===== src/rtl/tank_pkg.sv =====
// Shared types and constants for the tank game bullet logic.
// Positions are 10.6 unsigned fixed point; velocities are signed 10-bit in
// the same fractional scale.
package tank_pkg;

    localparam int FRAC_BITS = 6;

    localparam int SCREEN_X_MIN = 0;
    localparam int SCREEN_X_MAX = 639;
    localparam int SCREEN_Y_MIN = 0;
    localparam int SCREEN_Y_MAX = 479;

    typedef logic signed [9:0] vel_t;

    typedef struct packed {
        logic        active;
        logic [15:0] pos_x;
        logic [15:0] pos_y;
        logic [9:0]  vx;
        logic [9:0]  vy;
        logic [7:0]  life;
    } bullet_t;

    // Magnitude of a 12-bit signed distance (inputs never reach -2048).
    function automatic logic signed [11:0] abs12(input logic signed [11:0] v);
        return (v < 0) ? -v : v;
    endfunction

endpackage


===== src/rtl/bullet_slot.sv =====
// One bullet: spawn load, per-frame move, bound handling, lifetime expiry
// and overlap test against the enemy box.
// Build option: BULLET_BOUNCE_EN selects reflection off the playfield bounds;
// without it a bullet leaving the playfield is removed.
module bullet_slot
    import tank_pkg::*;
#(
    parameter int LIFETIME    = 200,
    parameter int BULLET_SIZE = 2,
    parameter int X_MIN       = SCREEN_X_MIN,
    parameter int X_MAX       = SCREEN_X_MAX,
    parameter int Y_MIN       = SCREEN_Y_MIN,
    parameter int Y_MAX       = SCREEN_Y_MAX
) (
    input  logic        clk_i,
    input  logic        rst_i,
    input  logic        spawn_i,
    input  logic [9:0]  spawn_x_i,
    input  logic [9:0]  spawn_y_i,
    input  logic [9:0]  spawn_vx_i,
    input  logic [9:0]  spawn_vy_i,
    input  logic [5:0]  spawn_angle_i,
    input  logic [9:0]  enemy_x_i,
    input  logic [9:0]  enemy_y_i,
    input  logic [9:0]  enemy_s_i,
    output bullet_t     state_o,
    output logic [5:0]  angle_o,
    output logic        collide_o
);

    localparam logic signed [16:0] X_LO = 17'(X_MIN * (1 << FRAC_BITS));
    localparam logic signed [16:0] X_HI = 17'(X_MAX * (1 << FRAC_BITS));
    localparam logic signed [16:0] Y_LO = 17'(Y_MIN * (1 << FRAC_BITS));
    localparam logic signed [16:0] Y_HI = 17'(Y_MAX * (1 << FRAC_BITS));

    bullet_t            slot_q, slot_d;
    logic [5:0]         angle_q, angle_d;
    logic signed [16:0] next_x, next_y;
    logic               out_x, out_y;
    logic signed [11:0] dist_x, dist_y, hit_lim;

    // Candidate next position and overlap test on the registered position.
    always_comb begin
        next_x  = {1'b0, slot_q.pos_x} + {{7{slot_q.vx[9]}}, slot_q.vx};
        next_y  = {1'b0, slot_q.pos_y} + {{7{slot_q.vy[9]}}, slot_q.vy};
        out_x   = (next_x < X_LO) || (next_x > X_HI);
        out_y   = (next_y < Y_LO) || (next_y > Y_HI);
        dist_x  = signed'({2'b00, slot_q.pos_x[15:FRAC_BITS]}) - signed'({2'b00, enemy_x_i});
        dist_y  = signed'({2'b00, slot_q.pos_y[15:FRAC_BITS]}) - signed'({2'b00, enemy_y_i});
        hit_lim = signed'({2'b00, enemy_s_i}) + signed'(12'(BULLET_SIZE));
        collide_o = slot_q.active && (abs12(dist_x) <= hit_lim) && (abs12(dist_y) <= hit_lim);
    end

    // Slot next state: spawn into a free slot, else hit-clear > expiry > move.
    always_comb begin
        slot_d  = slot_q;
        angle_d = angle_q;
        if (spawn_i) begin
            slot_d.active = 1'b1;
            slot_d.pos_x  = {spawn_x_i, {FRAC_BITS{1'b0}}};
            slot_d.pos_y  = {spawn_y_i, {FRAC_BITS{1'b0}}};
            slot_d.vx     = spawn_vx_i;
            slot_d.vy     = spawn_vy_i;
            slot_d.life   = 8'(LIFETIME);
            angle_d       = spawn_angle_i;
        end else if (slot_q.active) begin
            if (collide_o || (slot_q.life == 8'd1)) begin
                slot_d.active = 1'b0;
                slot_d.life   = 8'd0;
            end else begin
`ifdef BULLET_BOUNCE_EN
                if (out_x) slot_d.vx    = -slot_q.vx;
                else       slot_d.pos_x = next_x[15:0];
                if (out_y) slot_d.vy    = -slot_q.vy;
                else       slot_d.pos_y = next_y[15:0];
                slot_d.life = slot_q.life - 8'd1;
`else
                if (out_x || out_y) begin
                    slot_d.active = 1'b0;
                    slot_d.life   = 8'd0;
                end else begin
                    slot_d.pos_x = next_x[15:0];
                    slot_d.pos_y = next_y[15:0];
                    slot_d.life  = slot_q.life - 8'd1;
                end
`endif
            end
        end
    end

    // Slot state register.
    always_ff @(posedge clk_i or posedge rst_i) begin
        if (rst_i) begin
            slot_q  <= '0;
            angle_q <= '0;
        end else begin
            slot_q  <= slot_d;
            angle_q <= angle_d;
        end
    end

    assign state_o = slot_q;
    assign angle_o = angle_q;

endmodule


===== src/rtl/bullet_ctrl.sv =====
// Bullet pool controller: fire edge detect, cooldown, lowest-free slot
// allocation, Hit pulse and packing of slot state for the colour mapper.
// Build option: BULLET_BOUNCE_EN (reflect off bounds instead of removing).
module bullet_ctrl
    import tank_pkg::*;
#(
    parameter int NUM_BULLETS = 4,
    parameter int LIFETIME    = 200,
    parameter int COOLDOWN    = 8,
    parameter int SPEED_LOG2  = 1,
    parameter int BULLET_SIZE = 2,
    parameter int X_MIN       = SCREEN_X_MIN,
    parameter int X_MAX       = SCREEN_X_MAX,
    parameter int Y_MIN       = SCREEN_Y_MIN,
    parameter int Y_MAX       = SCREEN_Y_MAX
) (
    input  logic                     frame_clk,
    input  logic                     Reset,
    input  logic                     ShootBullet,
    input  logic [9:0]               TankX,
    input  logic [9:0]               TankY,
    input  logic [7:0]               sin,
    input  logic [7:0]               cos,
    input  logic [5:0]               Angle,
    input  logic [9:0]               EnemyX,
    input  logic [9:0]               EnemyY,
    input  logic [9:0]               EnemyS,
    output logic [10*NUM_BULLETS-1:0] BulletX,
    output logic [10*NUM_BULLETS-1:0] BulletY,
    output logic [NUM_BULLETS-1:0]   BulletActive,
    output logic [9:0]               BulletS,
    output logic                     Hit
);

    logic                   shoot_prev_q;
    logic [7:0]             cooldown_q, cooldown_d;
    logic                   hit_q;

    bullet_t                slot_state [NUM_BULLETS];
    logic [5:0]             slot_angle [NUM_BULLETS];
    logic [NUM_BULLETS-1:0] active_vec;
    logic [NUM_BULLETS-1:0] collide_vec;
    logic [NUM_BULLETS-1:0] spawn_vec;
    logic                   any_free, accept, found;
    vel_t                   cos_ext, sin_ext, spawn_vx, spawn_vy;

    assign cos_ext  = {{2{cos[7]}}, cos};
    assign sin_ext  = {{2{sin[7]}}, sin};
    assign spawn_vx = cos_ext <<< SPEED_LOG2;
    assign spawn_vy = sin_ext <<< SPEED_LOG2;

    assign any_free = ~&active_vec;
    assign accept   = ShootBullet && !shoot_prev_q && (cooldown_q == 8'd0) && any_free;

    // Pick the lowest-index free slot from the registered active flags.
    always_comb begin
        spawn_vec = '0;
        found     = 1'b0;
        for (int i = 0; i < NUM_BULLETS; i++) begin
            if (!active_vec[i] && !found) begin
                spawn_vec[i] = accept;
                found        = 1'b1;
            end
        end
    end

    // Cooldown reload on an accepted shot, otherwise count down to zero.
    always_comb begin
        cooldown_d = cooldown_q;
        if (accept)                  cooldown_d = 8'(COOLDOWN);
        else if (cooldown_q != 8'd0) cooldown_d = cooldown_q - 8'd1;
    end

    // Fire edge history, cooldown counter and registered Hit pulse.
    always_ff @(posedge frame_clk or posedge Reset) begin
        if (Reset) begin
            shoot_prev_q <= 1'b0;
            cooldown_q   <= 8'd0;
            hit_q        <= 1'b0;
        end else begin
            shoot_prev_q <= ShootBullet;
            cooldown_q   <= cooldown_d;
            hit_q        <= |collide_vec;
        end
    end

    for (genvar i = 0; i < NUM_BULLETS; i++) begin : g_slot
        bullet_slot #(
            .LIFETIME    (LIFETIME),
            .BULLET_SIZE (BULLET_SIZE),
            .X_MIN       (X_MIN),
            .X_MAX       (X_MAX),
            .Y_MIN       (Y_MIN),
            .Y_MAX       (Y_MAX)
        ) u_slot (
            .clk_i         (frame_clk),
            .rst_i         (Reset),
            .spawn_i       (spawn_vec[i]),
            .spawn_x_i     (TankX),
            .spawn_y_i     (TankY),
            .spawn_vx_i    (spawn_vx),
            .spawn_vy_i    (spawn_vy),
            .spawn_angle_i (Angle),
            .enemy_x_i     (EnemyX),
            .enemy_y_i     (EnemyY),
            .enemy_s_i     (EnemyS),
            .state_o       (slot_state[i]),
            .angle_o       (slot_angle[i]),
            .collide_o     (collide_vec[i])
        );

        assign active_vec[i]        = slot_state[i].active;
        assign BulletX[10*i +: 10]  = slot_state[i].pos_x[15:FRAC_BITS];
        assign BulletY[10*i +: 10]  = slot_state[i].pos_y[15:FRAC_BITS];
    end

    assign BulletActive = active_vec;
    assign BulletS      = 10'(BULLET_SIZE);
    assign Hit          = hit_q;

endmodule


===== config.mk =====
export PLATFORM = sky130hd
export DESIGN_NAME = bullet_ctrl
export DESIGN_NICKNAME = d
export VERILOG_FILES = /design/src/rtl/tank_pkg.sv /design/src/rtl/bullet_slot.sv /design/src/rtl/bullet_ctrl.sv
export SDC_FILE = /design/constraint.sdc
export NUM_CORES = 1
export LEC_CHECK = 0
export BUFFER_PORTS_ARGS = -buffer_cell sky130_fd_sc_hd__buf_4
export CORE_ASPECT_RATIO = 2
export CORE_MARGIN = 2
export CORE_UTILIZATION = 47
export CTS_CLUSTER_SIZE = 10
export DETAILED_ROUTE_END_ITERATION = 8
export GPL_ROUTABILITY_DRIVEN = 1
export PLACE_DENSITY_LB_ADDON = 0.2
export SLEW_MARGIN = 20
export SYNTH_ARGS = -nofsm -noshare
export SYNTH_HDL_FRONTEND = slang
export SYNTH_SLANG_ARGS = --single-unit

===== constraint.sdc =====
create_clock -name frame_clk -period 7.9 [get_ports frame_clk]
set_input_delay 0.395 -clock frame_clk [delete_from_list [all_inputs] [get_ports frame_clk]]
set_output_delay 0.395 -clock frame_clk [all_outputs]
set_load 0.03 [all_outputs]

======== Word-level counts from Yosys, hierarchy flattened ========
Index checks and enable logic that the tools add are counted.
operators by class
  add/sub/neg operators ................... 30
  magnitude comparators ................... 32
  equality and inequality tests ........... 12
  multiplexer cells ....................... 57
  reductions and logical operators ........ 50
operators with widths
  kind                                                             number
  two-way mux 33 bit                                               8
  two-way mux 32 bit                                               8
  two-way mux 8 bit                                                18
  adder 16 x 17 -> 17 bit                                          8
  < comparator 17 x 1 -> 1 bit, second input constant              8
  <= comparator 12 bit                                             8
  two-way mux 12 bit                                               8
  negation 11 -> 12 bit                                            8
  < comparator 11 x 1 -> 1 bit, second input constant              8
  subtractor 10 x 10 -> 11 bit                                     8
  greater-than comparator 17 x 16 -> 1 bit, second input constant  4
  greater-than comparator 17 bit, second input constant            4
  subtractor 8 x 1 -> 8 bit, second input constant                 5
  equality test 8 x 1 -> 1 bit, second input constant              4
  logical OR 1 bit                                                 16
  != test 2 x 1 -> 1 bit, second input constant                    8
  two-way mux 1 bit                                                15
  logical AND 1 bit                                                14
  AND reduction 3 bit                                              4
  adder 10 x 2 -> 11 bit, second input constant                    1
  nonzero test 2 bit                                               5
  logical NOT 8 bit                                                1
  nonzero test 8 bit                                               1
  logical NOT 1 bit                                                7
  2 further kinds                                                  2
storage, ports and cells
  register bits ........................... 238
  bits of input ports ..................... 75
  output and inout port bits .............. 95

======== Depth between registers and ports, before layout ========
Gate-level depths: netlist of run 1.
  depth in word-level cells ............... 11
  depth in mapped cells ................... 28
  mapped depth without buffers ............ 25

======== Cells and area by module ========
From an unflattened synthesis of run 1, not the netlist that was laid out.
unflattened totals
  cell total of the unflattened synthesis .. 3004
  area total of the unflattened synthesis .. 26147.6 um^2
by module, submodules not included
  module                               times used  cells an instance  area each (um^2)  sequential area each (um^2)
  bullet_slot at g_slot[1].u_slot ...  2           732                6311.1            1676.6
  bullet_slot at g_slot[3].u_slot      1           770                6591.3            1676.6
  bullet_slot at g_slot[0].u_slot      1           704                6299.8            1676.6
  bullet_ctrl                          1           66                 634.4             250.2

======== Worst setup path before layout of run 1 ========
OpenSTA, ideal clock, no wires.
  path kind ............................... input-to-reg
  from .................................... input port EnemyY[1]
  to ...................................... register g_slot[3].u_slot.slot_q, in the netlist g_slot[3].u_slot.state_o[5]
  arrival ................................. 4874 ps
  slack ................................... 2891 ps
  stages .................................. 24
  buffers on the path ..................... 3
  cell sequence ........................... inv_1 fa_1 a21o_1 a21oi_1 o21bai_1 a21oi_1 o21bai_1 a21oi_1 nor2_1 a211oi_1 clkbuf_1 o31ai_1 xnor2_1 ha_1 a21o_1 a21o_1 a2111oi_0 o32a_1 nand4b_1 nor4_1 nand4b_1 clkbuf_1 clkbuf_1 o21ai_0
on the way
  word-level cells in the longest chain between the ends .. 9
  elaborated cells between the ends (all ways) .. 10
ends and longest elaborated chain
  element                                                                       line               RTL
  start: declaration                                                            bullet_ctrl.sv:26  input logic [9:0] EnemyY,
  subtractor 10 x 10 -> 11 bit *                                                bullet_slot.sv:49  dist_y = signed'({2'b00, slot_q.pos_y[15:FRAC_BITS]}) - signed'({2'b00, enemy_y_i});
  negation 11 -> 12 bit / < comparator 11 x 1 -> 1 bit (equally long branches)  tank_pkg.sv:26     return (v < 0) ? -v : v;
  two-way mux 12 bit *                                                          tank_pkg.sv:26
  <= comparator 12 bit *                                                        bullet_slot.sv:51  collide_o = slot_q.active && (abs12(dist_x) <= hit_lim) && (abs12(dist_y) <= hit_lim);
  logical AND 1 bit *                                                           bullet_slot.sv:51
  logical OR 1 bit *                                                            bullet_slot.sv:67  if (collide_o || (slot_q.life == 8'd1)) begin
  two-way mux 8 bit *                                                           bullet_slot.sv:67
  two-way mux 8 bit *                                                           bullet_slot.sv:66  end else if (slot_q.active) begin
  two-way mux 8 bit *                                                           bullet_slot.sv:58  if (spawn_i) begin
  end signal: assignment                                                        bullet_slot.sv:97  slot_q <= slot_d;
  end: declaration                                                              bullet_slot.sv:36  bullet_t slot_q, slot_d;
Every way passes the cells marked *; elsewhere a longest branch is shown, timed or not. The select of a mux whose other input is x is not followed.
A chain may end at the register's enable or synchronous reset.

======== Final worst setup path of run 1 ========
  from .................................... register g_slot[3].u_slot.slot_q, in the netlist g_slot[3].u_slot.state_o[34]
  to ...................................... register g_slot[3].u_slot.slot_q, in the netlist g_slot[3].u_slot.state_o[39]
on the way
  word-level cells in the longest chain between the ends .. 8
  elaborated cells between the ends (all ways) .. 19
ends and longest elaborated chain
  element                                                                       line
  subtractor 10 x 10 -> 11 bit                                                  bullet_slot.sv:49
  negation 11 -> 12 bit / < comparator 11 x 1 -> 1 bit (equally long branches)  tank_pkg.sv:26
  two-way mux 12 bit                                                            tank_pkg.sv:26
  <= comparator 12 bit                                                          bullet_slot.sv:51
  logical AND 1 bit                                                             bullet_slot.sv:51
  logical OR 1 bit                                                              bullet_slot.sv:67
  != test 2 x 1 -> 1 bit (no source line)                                       n/a
  AND reduction 3 bit (no source line)                                          n/a
Parallel ways exist; a longest one is shown, timed or not. The select of a mux whose other input is x is not followed.

==> key figures, run 1 <==
Timing
  – Period Utilization, post-route: 0.826
  – Tmin final: 6.52 ns
  – Hold Worst Slack: -0.0361 ns
  – Relative slew margins: 0.254
  – Worst Skew: 0.0149 ns
  – RSZ-0062 raised after global routing: false
  – Peak Freq: 153 MHz
  – Final Max Slew Viols: 0
  – Final setup violation count: 0
  – Slew at the pin closest to its max-slew limit: 1.11 ns
  – Setup TNS: 0 ns
  – Final count of hold timing violations: 8

Logic synthesis
  – Share of synthesized registers carrying an async set or reset: 1.00
  – Post-Synth Adder-Cell Area: 0.182
  – Avg Synthesized Cell Area: 8.20 µm²
  – Share of synthesized cell area in and, or, nand and nor gates: 0.181
  – Leading register cell type out of synthesis: sky130_fd_sc_hd__dfrtp_1
  – Synth Area in Compound Gates: 0.220
  – Synth Warn #: 0
  – XOR/XNOR Fraction of Synth Area: 0.0874
  – Top cells by area in the synthesized netlist: sky130_fd_sc_hd__dfrtp_1, sky130_fd_sc_hd__ha_1, sky130_fd_sc_hd__nand2_1
  – Combinational family with the most area after synthesis: compound AO/OA/AOI/OAI gates
  – Multiplexer fraction of the synthesized cell area: 0.00545
  – Area share of the leading cell type in the synthesized netlist: 0.253
  – Dominant cell type by area after synthesis: sky130_fd_sc_hd__dfrtp_1
  – Fraction of the yosys area taken by sequential cells: 0.253
  – Number of distinct standard cells referenced by the synthesized netlist: 78
  – Syn Std Cell Area: 22700 µm²
  – Yosys reg bits: 230
  – Synthesized instance count: 2772
  – Number of enable flip-flop cells after synthesis: 0

Route
  – Iteration-0 DRC Markers: 1377
  – ANT nets after route: 0
  – Final routed DRC violation total: 0
  – Number of vias after detailed routing: 20200
  – Sum of routed wire length over all layers: 69500 µm
  – WL per Instance: 20.1 µm
  – Drt via density: 5.86
  – Detailed-router iteration count before antenna repair: 8

Finish
  – Ratio of cells with drive above 1 in the final layout: 0.0894
  – Multi-input gate area: 15400 µm²
  – Final-layout fill cell count: 4665
  – Antenna Diode Count: 0
  – FF+latch area: 5760 µm²
  – NumNets Final: 3217
  – Post-synthesis to final-layout area growth: 8.31%

Clock tree
  – Total clock buffers created by CTS: 26
  – Clock Root Buffer: sky130_fd_sc_hd__clkbuf_16
  – Resize count post-CTS: 0
  – Clock transition at the register clock pins on the worst setup and hold paths after CTS: 0.06 ns
  – Clock tree buffer depth: 3
  – Clock tree from TritonCTS: done
  – Clock sinks: 230
  – Source-to-sink clock delay at the later pin of the worst-skew pair: 0.55 ns
  – H-tree lvl count: 1

Run
  – Maximum capacitance violations: 0

Run status
  – Outcome: complete, but fails checks
  – Violations in the final reports: hold timing

Die
  – Starting density of the core: 0.473
  – Area of the placeable core: 48100 µm²
  – Die Area: 50300 µm²
  – I/O pin total: 170
  – Die Height: 315 µm
  – Die X-Extent: 160 µm
  – Number of placement rows: 114

Placed design
  – Half-perimeter wire length of the detailed placement result: 54300 µm
  – IO Port Bufs: 153
  – Global placement routability congestion: 0.923

Global route
  – Via count of the first global-routing pass: 19200
  – Maximum number of pins on one net before global-route repair: 110
  – Global-route total usage across every layer: 0.275
  – Global route total overflow: 0
  – Initial antenna violation count: 1
  – First-pass GRT wire length: 109000 µm

Critical path
  – Nature of the critical path endpoint: register
  – Crit path DAT: 6.90 ns
  – Largest fanout on the critical path: 20
  – Required time at the endpoint of the critical path: 8.28 ns
  – Critical Path Source Type: register
  – Critical path class: register to register
  – Reg2reg path depth: 24

Power and ir drop
  – P per Cell Area: 225 nW/µm²
  – Leakage dissipation: 12.3 nW
  – Worst voltage drop across the vdd grid: 0.172 mV
  – Total power draw: 5.55 mW

Worst hold path
  – Type of the tightest min-delay check: input pin to async pin
-- layer usage --
| metal | vias up | track usage | share of wire |
|---|---|---|---|
| met1 | 9601 | 0.361 | 0.44 |
| met4 | 2 | 0.129 | 0.052 |
| met5 | - | 0 | 0.00023 |
| met2 | 566 | 0.454 | 0.46 |
| met3 | 124 | 0.0288 | 0.046 |
| li1 | 9956 | - | - |
-- kinds of logic after synthesis --
group / Yosys count
buffers and inverters: 324
adders and majority gates: 322
AOI/OAI and AO/OA: 777
DFF: 230
muxes: 12
other: 2
xor gates and xnor gates: 227
and+or+nand+nor: 878
-- layout by cell type, fill, tap and decap left out, types with 39 or more instances in the layout --
cell type	synthesis	routed
sky130_fd_sc_hd__a21o_1	75	75
sky130_fd_sc_hd__a21oi_1	176	176
sky130_fd_sc_hd__a2bb2oi_1	39	39
sky130_fd_sc_hd__buf_4	100	181
sky130_fd_sc_hd__dfrtp_1	230	230
sky130_fd_sc_hd__ha_1	306	306
sky130_fd_sc_hd__inv_1	153	152
sky130_fd_sc_hd__nand2_1	435	435
sky130_fd_sc_hd__nand3_1	81	80
sky130_fd_sc_hd__nor2_1	99	98
sky130_fd_sc_hd__nor3_1	47	45
sky130_fd_sc_hd__o21ai_0	216	216
sky130_fd_sc_hd__xnor2_1	154	154
sky130_fd_sc_hd__xor2_1	73	73
-- critical path, stage by stage (launching register included) --
cell and delay, ns:
sky130_fd_sc_hd__dfrtp_1 0.47, sky130_fd_sc_hd__inv_1 0.19, sky130_fd_sc_hd__ha_1 0.17, sky130_fd_sc_hd__inv_1 0.06, sky130_fd_sc_hd__fa_1 0.40, sky130_fd_sc_hd__a21o_1 0.19, sky130_fd_sc_hd__a21oi_1 0.24, sky130_fd_sc_hd__o21bai_1 0.10
sky130_fd_sc_hd__a21oi_1 0.23, sky130_fd_sc_hd__o21bai_1 0.09, sky130_fd_sc_hd__a21oi_1 0.25, sky130_fd_sc_hd__nor2_1 0.09, sky130_fd_sc_hd__a211oi_1 0.80, sky130_fd_sc_hd__o31ai_1 0.22, sky130_fd_sc_hd__xnor2_1 0.19, sky130_fd_sc_hd__ha_1 0.30
sky130_fd_sc_hd__a21o_1 0.16, sky130_fd_sc_hd__a21o_1 0.18, sky130_fd_sc_hd__a2111oi_0 0.45, sky130_fd_sc_hd__o32a_1 0.33, sky130_fd_sc_hd__nand4b_1 0.15, sky130_fd_sc_hd__nor4_1 0.06, sky130_fd_sc_hd__nand4b_1 0.12, sky130_fd_sc_hd__and2_1 0.70
sky130_fd_sc_hd__a22oi_1 0.21
-- final timing paths --
path | startpoint | endpoint | slack [ns]
worst max register to register | g_slot[3].u_slot.state_o[34] | g_slot[3].u_slot.state_o[39] | 1.38
worst min-delay path | Reset | g_slot[2].u_slot.state_o[46] | -0.04
worst max-delay path | g_slot[3].u_slot.state_o[34] | g_slot[3].u_slot.state_o[39] | 1.38
min in group frame_clk | sin[0] | g_slot[2].u_slot.state_o[9] | 0.12
max in group asynchronous | Reset | g_slot[0].u_slot.state_o[38] | 6.50
worst min register to register | cooldown_q[4] | cooldown_q[4] | 0.47
-- stage by stage --
| step | setup slack (ns) | instance area [µm²] | utilization | cells |
|---|---|---|---|---|
| after global placement | 1.53 | 23900 | 0.498 | 3429 |
| final | 1.38 | 24600 | 0.512 | 3457 |
| after floorplan | 1.20 | 22800 | - | 2780 |
| after global routing | 0.940 | 24600 | 0.512 | 3457 |
| after CTS | 1.48 | 24600 | 0.512 | 3457 |
| after detailed placement | 1.44 | 23900 | 0.498 | 3429 |
-- area by class of cell --
cell class / count / share of cell area
multi-input cells: 2226 / 0.627
flip-flops and latches: 230 / 0.234
repair buffers: 182 / 0.0556
well taps: 638 / 0.0324
clock buffers: 27 / 0.0274
inverters: 154 / 0.0238
-- power by group --
group / total, mW / switching (mW) / internal, mW
sequential: 1.52 / 0.207 / 1.32
combinational: 2.96 / 1.68 / 1.27
clock: 1.07 / 0.476 / 0.595
total: 5.55 / 2.37 / 3.18
-- sequential cells by signal (all words and copies together), names as in the netlist --
name                   cells
g_slot.u_slot.state_o    220
cooldown_q                 8
Hit                        1
shoot_prev_q               1
-- Yosys cell counts, types with 7 or more instances --
cell                          n
sky130_fd_sc_hd__inv_1      153
sky130_fd_sc_hd__a21oi_1    176
sky130_fd_sc_hd__nor4_1      16
sky130_fd_sc_hd__nor2b_1     30
sky130_fd_sc_hd__nand2b_1    22
sky130_fd_sc_hd__dfrtp_1    230
sky130_fd_sc_hd__nor3_1      47
sky130_fd_sc_hd__nand3_1     81
sky130_fd_sc_hd__buf_4      100
sky130_fd_sc_hd__o21bai_1    30
sky130_fd_sc_hd__nor2_1      99
sky130_fd_sc_hd__and3_1      16
sky130_fd_sc_hd__a22oi_1     28
sky130_fd_sc_hd__a31oi_1     17
sky130_fd_sc_hd__a211oi_1    28
sky130_fd_sc_hd__o21ai_0    216
sky130_fd_sc_hd__o21a_1      24
sky130_fd_sc_hd__o31ai_1     23
sky130_fd_sc_hd__or4_1        9
sky130_fd_sc_hd__a21o_1      75
sky130_fd_sc_hd__nand2_1    435
sky130_fd_sc_hd__nand4_1     26
sky130_fd_sc_hd__o211ai_1    21
sky130_fd_sc_hd__and4_1       9
sky130_fd_sc_hd__xnor2_1    154
sky130_fd_sc_hd__xor2_1      73
sky130_fd_sc_hd__a31o_2       7
sky130_fd_sc_hd__a211o_1     14
sky130_fd_sc_hd__mux2i_1      9
sky130_fd_sc_hd__nand3b_1    14
sky130_fd_sc_hd__or3_1       30
sky130_fd_sc_hd__a2111oi_0    7
sky130_fd_sc_hd__or2_2       16
sky130_fd_sc_hd__fa_1        16
sky130_fd_sc_hd__a2bb2oi_1   39
sky130_fd_sc_hd__ha_1       306
sky130_fd_sc_hd__clkbuf_1    61
-- timing repair --
item                                   CTS  global route
hold buffers                             1             0
setup endpoints to repair                0             0
endpoints found under the hold margin    1             0
setup buffers                            0             0
(Power assumes the default switching activity.)
==> run 2, diff against run 1 <==
--- a/config.mk
+++ b/config.mk
@@ -5,6 +5,7 @@
 export SDC_FILE = /design/constraint.sdc
 export NUM_CORES = 1
 export LEC_CHECK = 0
+export ABC_AREA = 1
 export BUFFER_PORTS_ARGS = -buffer_cell sky130_fd_sc_hd__buf_4
 export CORE_ASPECT_RATIO = 2
 export CORE_MARGIN = 2
==> constraint.sdc (replaced) <==
create_clock -name frame_clk -period 6.38 [get_ports frame_clk]
set_input_delay 0.319 -clock frame_clk [delete_from_list [all_inputs] [get_ports frame_clk]]
set_output_delay 0.319 -clock frame_clk [all_outputs]
set_load 0.03 [all_outputs]
==> key figures, run 2 <==
Critical path
  – Flop2flop setup slack: 0.79 ns (was 1.38 ns)
  – Crit path DAT: 6.09 ns (was 6.90 ns)
  – Critical Path Source Type: register (unchanged)
  – Reg2reg path depth: 27 (was 24)
  – Largest fanout on the critical path: 20 (unchanged)
  – Critical path class: register to register (unchanged)
  – Required time at the endpoint of the critical path: 6.87 ns (was 8.28 ns)
  – Nature of the critical path endpoint: register (unchanged)
  – Launching point of the worst reg2reg path: g_slot[0].u_slot.state_o[34] (was g_slot[3].u_slot.state_o[34])
  – Destination of the worst register-to-register timing path: g_slot[0].u_slot.state_o[39] (was g_slot[3].u_slot.state_o[39])

Logic synthesis
  – Share of synthesized cell area in and, or, nand and nor gates: 0.335 (was 0.181)
  – Dominant cell type by area after synthesis: sky130_fd_sc_hd__dfrtp_1 (unchanged)
  – Number of enable flip-flop cells after synthesis: 0 (unchanged)
  – XOR/XNOR Fraction of Synth Area: 0.0581 (was 0.0874)
  – Multiplexer fraction of the synthesized cell area: 0 (was 0.00545)
  – Synth Area in Compound Gates: 0.105 (was 0.220)
  – Share of synthesized registers carrying an async set or reset: 1.00 (unchanged)
  – Post-Synth Adder-Cell Area: 0.159 (was 0.182)
  – Syn Std Cell Area: 26000 µm² (was 22700 µm²)
  – Fraction of the yosys area taken by sequential cells: 0.221 (was 0.253)
  – Synthesized instance count: 3907 (was 2772)
  – Top cells by area in the synthesized netlist: sky130_fd_sc_hd__dfrtp_1, sky130_fd_sc_hd__nand2_1, sky130_fd_sc_hd__ha_1 (was sky130_fd_sc_hd__dfrtp_1, sky130_fd_sc_hd__ha_1, sky130_fd_sc_hd__nand2_1)
  – Leading register cell type out of synthesis: sky130_fd_sc_hd__dfrtp_1 (unchanged)
  – Synth Warn #: 0 (unchanged)
  – Combinational family with the most area after synthesis: simple AND/OR/NAND/NOR gates (was compound AO/OA/AOI/OAI gates)
  – Library cell with the highest instance count after synthesis: sky130_fd_sc_hd__nand2_1 (unchanged)
  – Most used standard cells in the synthesized netlist: sky130_fd_sc_hd__nand2_1, sky130_fd_sc_hd__inv_1, sky130_fd_sc_hd__nand3_1 (was sky130_fd_sc_hd__nand2_1, sky130_fd_sc_hd__ha_1, sky130_fd_sc_hd__dfrtp_1)
  – Avg Synthesized Cell Area: 6.67 µm² (was 8.20 µm²)
  – Area share of the leading cell type in the synthesized netlist: 0.221 (was 0.253)
  – Number of distinct standard cells referenced by the synthesized netlist: 58 (was 78)
  – Yosys reg bits: 230 (unchanged)

Worst hold path
  – Worst hold path cell count: 3
  – End point of the most critical hold path: g_slot[0].u_slot.state_o[16]
  – Type of the tightest min-delay check: input pin to register (was input pin to async pin)
  – Hold Startpoint: sin[7]

Clock tree
  – Source-to-sink clock delay at the later pin of the worst-skew pair: 0.56 ns (was 0.55 ns)
  – Clock transition at the register clock pins on the worst setup and hold paths after CTS: 0.06 ns (about the same)
  – Resize count post-CTS: 0 (unchanged)
  – Clock sinks: 230 (unchanged)
  – H-tree lvl count: 1 (unchanged)
  – # hold bufs at CTS: 2 (was 1)
  – Clock Root Buffer: sky130_fd_sc_hd__clkbuf_16 (unchanged)
  – Total clock buffers created by CTS: 26 (unchanged)
  – Clock tree buffer depth: 3 (unchanged)
  – Post-CTS repair timing setup buffer count: 0 (unchanged)
  – Clock tree from TritonCTS: done (unchanged)

Route
  – Drt via density: 5.37 (was 5.86)
  – Final routed DRC violation total: 0 (unchanged)
  – WL per Instance: 18.4 µm (was 20.1 µm)
  – Iteration-0 DRC Markers: 1515 (was 1377)
  – ANT nets after route: 0 (unchanged)
  – Sum of routed wire length over all layers: 86400 µm (was 69500 µm)
  – Number of vias after detailed routing: 25200 (was 20200)
  – Detailed-router iteration count before antenna repair: 6 (was 8)

Timing
  – Final setup violation count: 0 (unchanged)
  – Period Utilization, post-route: 0.876 (was 0.826)
  – Final Max Slew Viols: 0 (unchanged)
  – Final count of hold timing violations: 0 (was 8)
  – Worst Skew: 0.0131 ns (was 0.0149 ns)
  – Tmin final: 5.59 ns (was 6.52 ns)
  – Setup TNS: 0 ns (unchanged)
  – Peak Freq: 179 MHz (was 153 MHz)
  – Slew at the pin closest to its max-slew limit: 0.898 ns (was 1.11 ns)
  – RSZ-0062 raised after global routing: false (unchanged)
  – Smallest setup slack after layout: 0.788 ns (was 1.38 ns)
  – Relative slew margins: 0.401 (was 0.254)

Die
  – Die Height: 337 µm (was 315 µm)
  – Die X-Extent: 170 µm (was 160 µm)
  – Number of placement rows: 122 (was 114)
  – Area of the placeable core: 55100 µm² (was 48100 µm²)
  – Starting density of the core: 0.473 (about the same)
  – Die Area: 57400 µm² (was 50300 µm²)
  – I/O pin total: 170 (unchanged)

Power and ir drop
  – P per Cell Area: 181 nW/µm² (was 225 nW/µm²)
  – Worst voltage drop across the vdd grid: 0.190 mV (was 0.172 mV)
  – Total power draw: 5.04 mW (was 5.55 mW)
  – Leakage dissipation: 16.4 nW (was 12.3 nW)

Finish
  – NumNets Final: 4356 (was 3217)
  – Non-filler cells in the finished layout: 4702 (was 3457)
  – Most common cell after layout, fill and taps aside: sky130_fd_sc_hd__nand2_1 (unchanged)
  – Antenna Diode Count: 0 (unchanged)
  – Ratio of cells with drive above 1 in the final layout: 0.0844 (was 0.0894)
  – Post-synthesis to final-layout area growth: 7.25% (was 8.31%)
  – Commonest cells after routing, fill and taps aside: sky130_fd_sc_hd__nand2_1, sky130_fd_sc_hd__inv_1, sky130_fd_sc_hd__nand3_1 (was sky130_fd_sc_hd__nand2_1, sky130_fd_sc_hd__ha_1, sky130_fd_sc_hd__dfrtp_1)
  – Max reg flops: 220 (unchanged)

Placed design
  – Pre-CTS worst setup slack: 0.854 ns (was 1.44 ns)
  – Number of placed instances, taps included: 4673 (was 3429)
  – IO Port Bufs: 153 (unchanged)
  – Global placement routability congestion: 0.966 (was 0.923)
  – Half-perimeter wire length of the detailed placement result: 70400 µm (was 54300 µm)

Global route
  – First-pass GRT wire length: 133000 µm (was 109000 µm)
  – Global route total overflow: 0 (unchanged)
  – Via count of the first global-routing pass: 24900 (was 19200)
  – Initial antenna violation count: 2 (was 1)
  – Maximum number of pins on one net before global-route repair: 70 (was 110)
  – Global-route total usage across every layer: 0.303 (was 0.275)

Run
  – Maximum capacitance violations: 0 (unchanged)

Run status
  – Outcome: finished clean (was complete, but fails checks)
## run 2: layout make-up
cell class	instances	area, µm²
clock buffer	27	676
inverter	524	1970
multi-input combinational	2990	17200
sequential	230	5760
fill	5762	27200
timing repair buffer	187	1410
tap	744	931
## run 2: how the worst max path moves through the flow
stage	from	to	cells past startpoint
global route	g_slot[0].u_slot.state_o[34]	g_slot[0].u_slot.state_o[39]	27
detailed placement	EnemyY[1]	g_slot[0].u_slot.state_o[39]	25
floorplan	g_slot[2].u_slot.state_o[34]	g_slot[2].u_slot.state_o[48]	30
CTS	g_slot[0].u_slot.state_o[34]	g_slot[0].u_slot.state_o[39]	27
global placement	EnemyY[1]	g_slot[0].u_slot.state_o[39]	25
finish	g_slot[0].u_slot.state_o[34]	g_slot[0].u_slot.state_o[39]	27
## run 2: logic make-up (layout without fill, tap and decap cells)
| logic type | Yosys count | count (layout) |
|---|---|---|
| compound gates | 482 | 482 |
| xor+xnor | 172 | 172 |
| fa+ha+maj | 322 | 322 |
| buf+inv | 695 | 738 |
| flops | 230 | 230 |
| other cells | 2 | 10 |
| simple gates | 2004 | 2004 |
## run 2: through the flow
| stage | util | instance area, µm² | hold slack [ns] |
|---|---|---|---|
| floorplan | - | 26100 | 0.350 |
| global placement | 0.494 | 27200 | 0.313 |
| detailed placement | 0.494 | 27200 | 0.312 |
| CTS | 0.507 | 27900 | 0.0243 |
| global route | 0.507 | 27900 | 0.0415 |
| finish | 0.507 | 27900 | 0.0374 |
## run 2: power breakdown
part | internal [mW] | switching, mW
registers | 1.59 | 0.152
logic | 0.709 | 1.24
clock network | 0.738 | 0.615
## run 2: worst max-delay path, stage by stage (launching register included)
cell                       delay, ns
sky130_fd_sc_hd__dfrtp_1        0.36
sky130_fd_sc_hd__buf_4          0.16
sky130_fd_sc_hd__inv_1          0.06
sky130_fd_sc_hd__ha_1           0.13
sky130_fd_sc_hd__inv_1          0.08
sky130_fd_sc_hd__fa_1           0.40
sky130_fd_sc_hd__nand3_1        0.08
sky130_fd_sc_hd__nand3_1        0.09
sky130_fd_sc_hd__a21boi_0       0.26
sky130_fd_sc_hd__o21ai_0        0.18
sky130_fd_sc_hd__a21o_1         0.19
sky130_fd_sc_hd__a21oi_1        0.58
sky130_fd_sc_hd__o21ai_0        0.23
sky130_fd_sc_hd__xor2_1         0.19
sky130_fd_sc_hd__ha_1           0.30
sky130_fd_sc_hd__nand2_1        0.07
sky130_fd_sc_hd__nor3_1         0.26
sky130_fd_sc_hd__nand2_1        0.09
sky130_fd_sc_hd__nand2_1        0.05
sky130_fd_sc_hd__o21ai_0        0.07
sky130_fd_sc_hd__nand3_1        0.23
sky130_fd_sc_hd__nand2_1        0.14
sky130_fd_sc_hd__a21oi_4        0.32
sky130_fd_sc_hd__nand2_2        0.34
sky130_fd_sc_hd__nand2_1        0.14
sky130_fd_sc_hd__buf_4          0.29
sky130_fd_sc_hd__nand2_1        0.14
sky130_fd_sc_hd__nand2_1        0.08
## run 2: layer usage
layer  vias to the layer above  global-route usage  part of all wire
met5                         -                   0           0.00027
met4                         4               0.207             0.078
met3                       282              0.0382             0.046
met2                       663               0.567              0.51
met1                     11600               0.307              0.36
li1                      12700                   -                 -
==> run 3, diff against run 2 <==
--- a/config.mk
+++ b/config.mk
@@ -14,6 +14,7 @@
 export DETAILED_ROUTE_END_ITERATION = 8
 export GPL_ROUTABILITY_DRIVEN = 1
 export PLACE_DENSITY_LB_ADDON = 0.2
+export REMOVE_ABC_BUFFERS = 1
 export SLEW_MARGIN = 20
 export SYNTH_ARGS = -nofsm -noshare
 export SYNTH_HDL_FRONTEND = slang
==> key figures, run 3 (same netlist as run 2, synthesis figures left out) <==
Route
  – Sum of routed wire length over all layers: 83000 µm (was 86400 µm)
  – Final routed DRC violation total: 0 (unchanged)
  – WL per Instance: 17.7 µm (was 18.4 µm)
  – Detailed-router iteration count before antenna repair: 6 (unchanged)
  – Number of vias after detailed routing: 25100 (was 25200)
  – Drt via density: 5.33 (was 5.37)
  – Iteration-0 DRC Markers: 1313 (was 1515)
  – ANT nets after route: 0 (unchanged)

Global route
  – Via count of the first global-routing pass: 24800 (was 24900)
  – Initial antenna violation count: 0 (was 2)
  – Global route total overflow: 0 (unchanged)
  – Global-route total usage across every layer: 0.291 (was 0.303)
  – Maximum number of pins on one net before global-route repair: 127 (was 70)
  – First-pass GRT wire length: 129000 µm (was 133000 µm)

Finish
  – Most common cell after layout, fill and taps aside: sky130_fd_sc_hd__nand2_1 (unchanged)
  – Post-layout utilization of the core: 0.507 (about the same)
  – Summed area of non-filler cells in the final layout: 27900 µm² (about the same)
  – Post-synthesis to final-layout area growth: 7.29% (was 7.25%)
  – Final-layout fill cell count: 5686 (was 5762)
  – Antenna Diode Count: 0 (unchanged)
  – Commonest cells after routing, fill and taps aside: sky130_fd_sc_hd__nand2_1, sky130_fd_sc_hd__inv_1, sky130_fd_sc_hd__nand3_1 (unchanged)
  – FF+latch area: 5760 µm² (unchanged)
  – Ratio of cells with drive above 1 in the final layout: 0.0837 (was 0.0844)
  – Max reg flops: 220 (unchanged)
  – Multi-input gate area: 17200 µm² (about the same)
  – NumNets Final: 4351 (was 4356)

Clock tree
  – Clock transition at the register clock pins on the worst setup and hold paths after CTS: 0.06 ns (about the same)
  – Clock Root Buffer: sky130_fd_sc_hd__clkbuf_16 (unchanged)
  – Source-to-sink clock delay at the later pin of the worst-skew pair: 0.57 ns (was 0.56 ns)
  – Clock tree from TritonCTS: done (unchanged)
  – H-tree lvl count: 1 (unchanged)
  – Resize count post-CTS: 0 (unchanged)
  – Total clock buffers created by CTS: 27 (was 26)
  – Clock tree buffer depth: 3 (unchanged)
  – Clock sinks: 230 (unchanged)

Critical path
  – Top cell by count, worst path: sky130_fd_sc_hd__nand2_1 (unchanged)
  – Largest fanout on the critical path: 20 (unchanged)
  – Critical path class: register to register (unchanged)
  – Worst path slowest cell: sky130_fd_sc_hd__nand2_1 (was sky130_fd_sc_hd__a21oi_1)
  – Delay of the slowest cell on the worst path: 0.57 ns (was 0.58 ns)
  – Critical Path Source Type: register (unchanged)
  – Nature of the critical path endpoint: register (unchanged)
  – Crit path DAT: 5.94 ns (was 6.09 ns)
  – Required time at the endpoint of the critical path: 6.88 ns (was 6.87 ns)

Die
  – Starting density of the core: 0.473 (unchanged)
  – I/O pin total: 170 (unchanged)
  – Die Height: 337 µm (unchanged)
  – Die X-Extent: 170 µm (unchanged)
  – Number of placement rows: 122 (unchanged)
  – Die Area: 57400 µm² (unchanged)
  – Area of the placeable core: 55100 µm² (unchanged)

Timing
  – Final count of hold timing violations: 0 (unchanged)
  – Tmin final: 5.44 ns (was 5.59 ns)
  – Relative slew margins: 0.328 (was 0.401)
  – Worst Skew: 0.0188 ns (was 0.0131 ns)
  – Final Max Slew Viols: 0 (unchanged)
  – RSZ-0062 raised after global routing: false (unchanged)
  – Final setup violation count: 0 (unchanged)
  – Slew at the pin closest to its max-slew limit: 1.01 ns (was 0.898 ns)
  – Period Utilization, post-route: 0.853 (was 0.876)
  – Peak Freq: 184 MHz (was 179 MHz)

Power and ir drop
  – Worst voltage drop across the vdd grid: 0.212 mV (was 0.190 mV)
  – P per Cell Area: 180 nW/µm² (was 181 nW/µm²)
  – Leakage dissipation: 16.4 nW (about the same)
  – Total power draw: 5.02 mW (was 5.04 mW)

Run status
  – Outcome: finished clean (unchanged)

Run
  – Maximum capacitance violations: 0 (unchanged)

Placed design
  – Half-perimeter wire length of the detailed placement result: 66500 µm (was 70400 µm)
  – Global placement routability congestion: 0.984 (was 0.966)
  – Placed Area: 27200 µm² (about the same)
  – IO Port Bufs: 153 (unchanged)

Worst hold path
  – Type of the tightest min-delay check: input pin to register (unchanged)
==> run 3: cell count changes in the layout (fill, tap and decap cells not counted), sizes merged <==
cell	before	now
buf	185	179
inv	522	524
clkbuf	27	29
clkinvlp	1	0
==> run 3: repair_timing <==
action / 4_1_cts / 5_1_grt
setup endpoints to repair: 0 / 0
hold buffers: 2 / 0
endpoints found under the hold margin: 105 / 0
setup buffers: 0 / 0
==> run 3: worst paths after layout <==
kind	from	endpoint	slack, ns	cells after the start
min in group asynchronous	Reset	g_slot[3].u_slot.state_o[45]	0.44	3
max in group asynchronous	Reset	g_slot[2].u_slot.state_o[37]	4.73	4
hold / removal	sin[7]	g_slot[0].u_slot.state_o[16]	0.04	3
setup / recovery	g_slot[0].u_slot.state_o[34]	g_slot[0].u_slot.state_o[50]	0.94	25
setup reg to reg	g_slot[0].u_slot.state_o[34]	g_slot[0].u_slot.state_o[50]	0.94	25
hold reg to reg	g_slot[3].u_slot.state_o[11]	g_slot[3].u_slot.state_o[11]	0.48	2
==> run 3: per-layer routing <==
metal | global-route usage | wire length (µm) | vias up
li1 | - | - | 12700
met1 | 0.302 | 31000 | 11500
met2 | 0.537 | 41700 | 626
met3 | 0.0209 | 2750 | 288
met4 | 0.226 | 7560 | 0
met5 | 0 | 0 | -
==> run 3: through the flow <==
step | hold slack (ns) | setup TNS [ns] | cells | setup WS, ns
2_1_floorplan | 0.350 | -56.02 | 3744 | -0.244
3_3_place_gp | 0.441 | 0 | 4667 | 1.06
3_5_place_dp | 0.442 | 0 | 4667 | 0.975
4_1_cts | 0.0220 | 0 | 4699 | 0.947
5_1_grt | 0.0576 | 0 | 4699 | 0.426
6_report | 0.0447 | 0 | 4699 | 0.940
==> run 3: power breakdown <==
| group | internal (mW) | total [mW] | leakage, nW | switching (mW) |
|---|---|---|---|---|
| logic | 0.704 | 1.90 | 12.9 | 1.19 |
| registers | 1.59 | 1.75 | 3.12 | 0.154 |
| clock network | 0.756 | 1.38 | 0.346 | 0.622 |
==> run 3: critical path: cells and delay by family, from the launching register on <==
family	cells	cell delay, ns
buf+inv	2	0.21
fa+ha+maj	3	0.86
flops	1	0.41
xor+xnor	1	0.20
simple gates	12	1.92
compound gates	7	1.76
==> run 3: area by class of cell <==
type	count	area share
Multi-Input combinational cell	2990	0.616
Inverter	524	0.0707
Timing Repair Buffer	181	0.0493
Sequential cell	230	0.206
Clock buffer	29	0.0248
Tap cell	744	0.0333
Clock inverter	1	0.000313
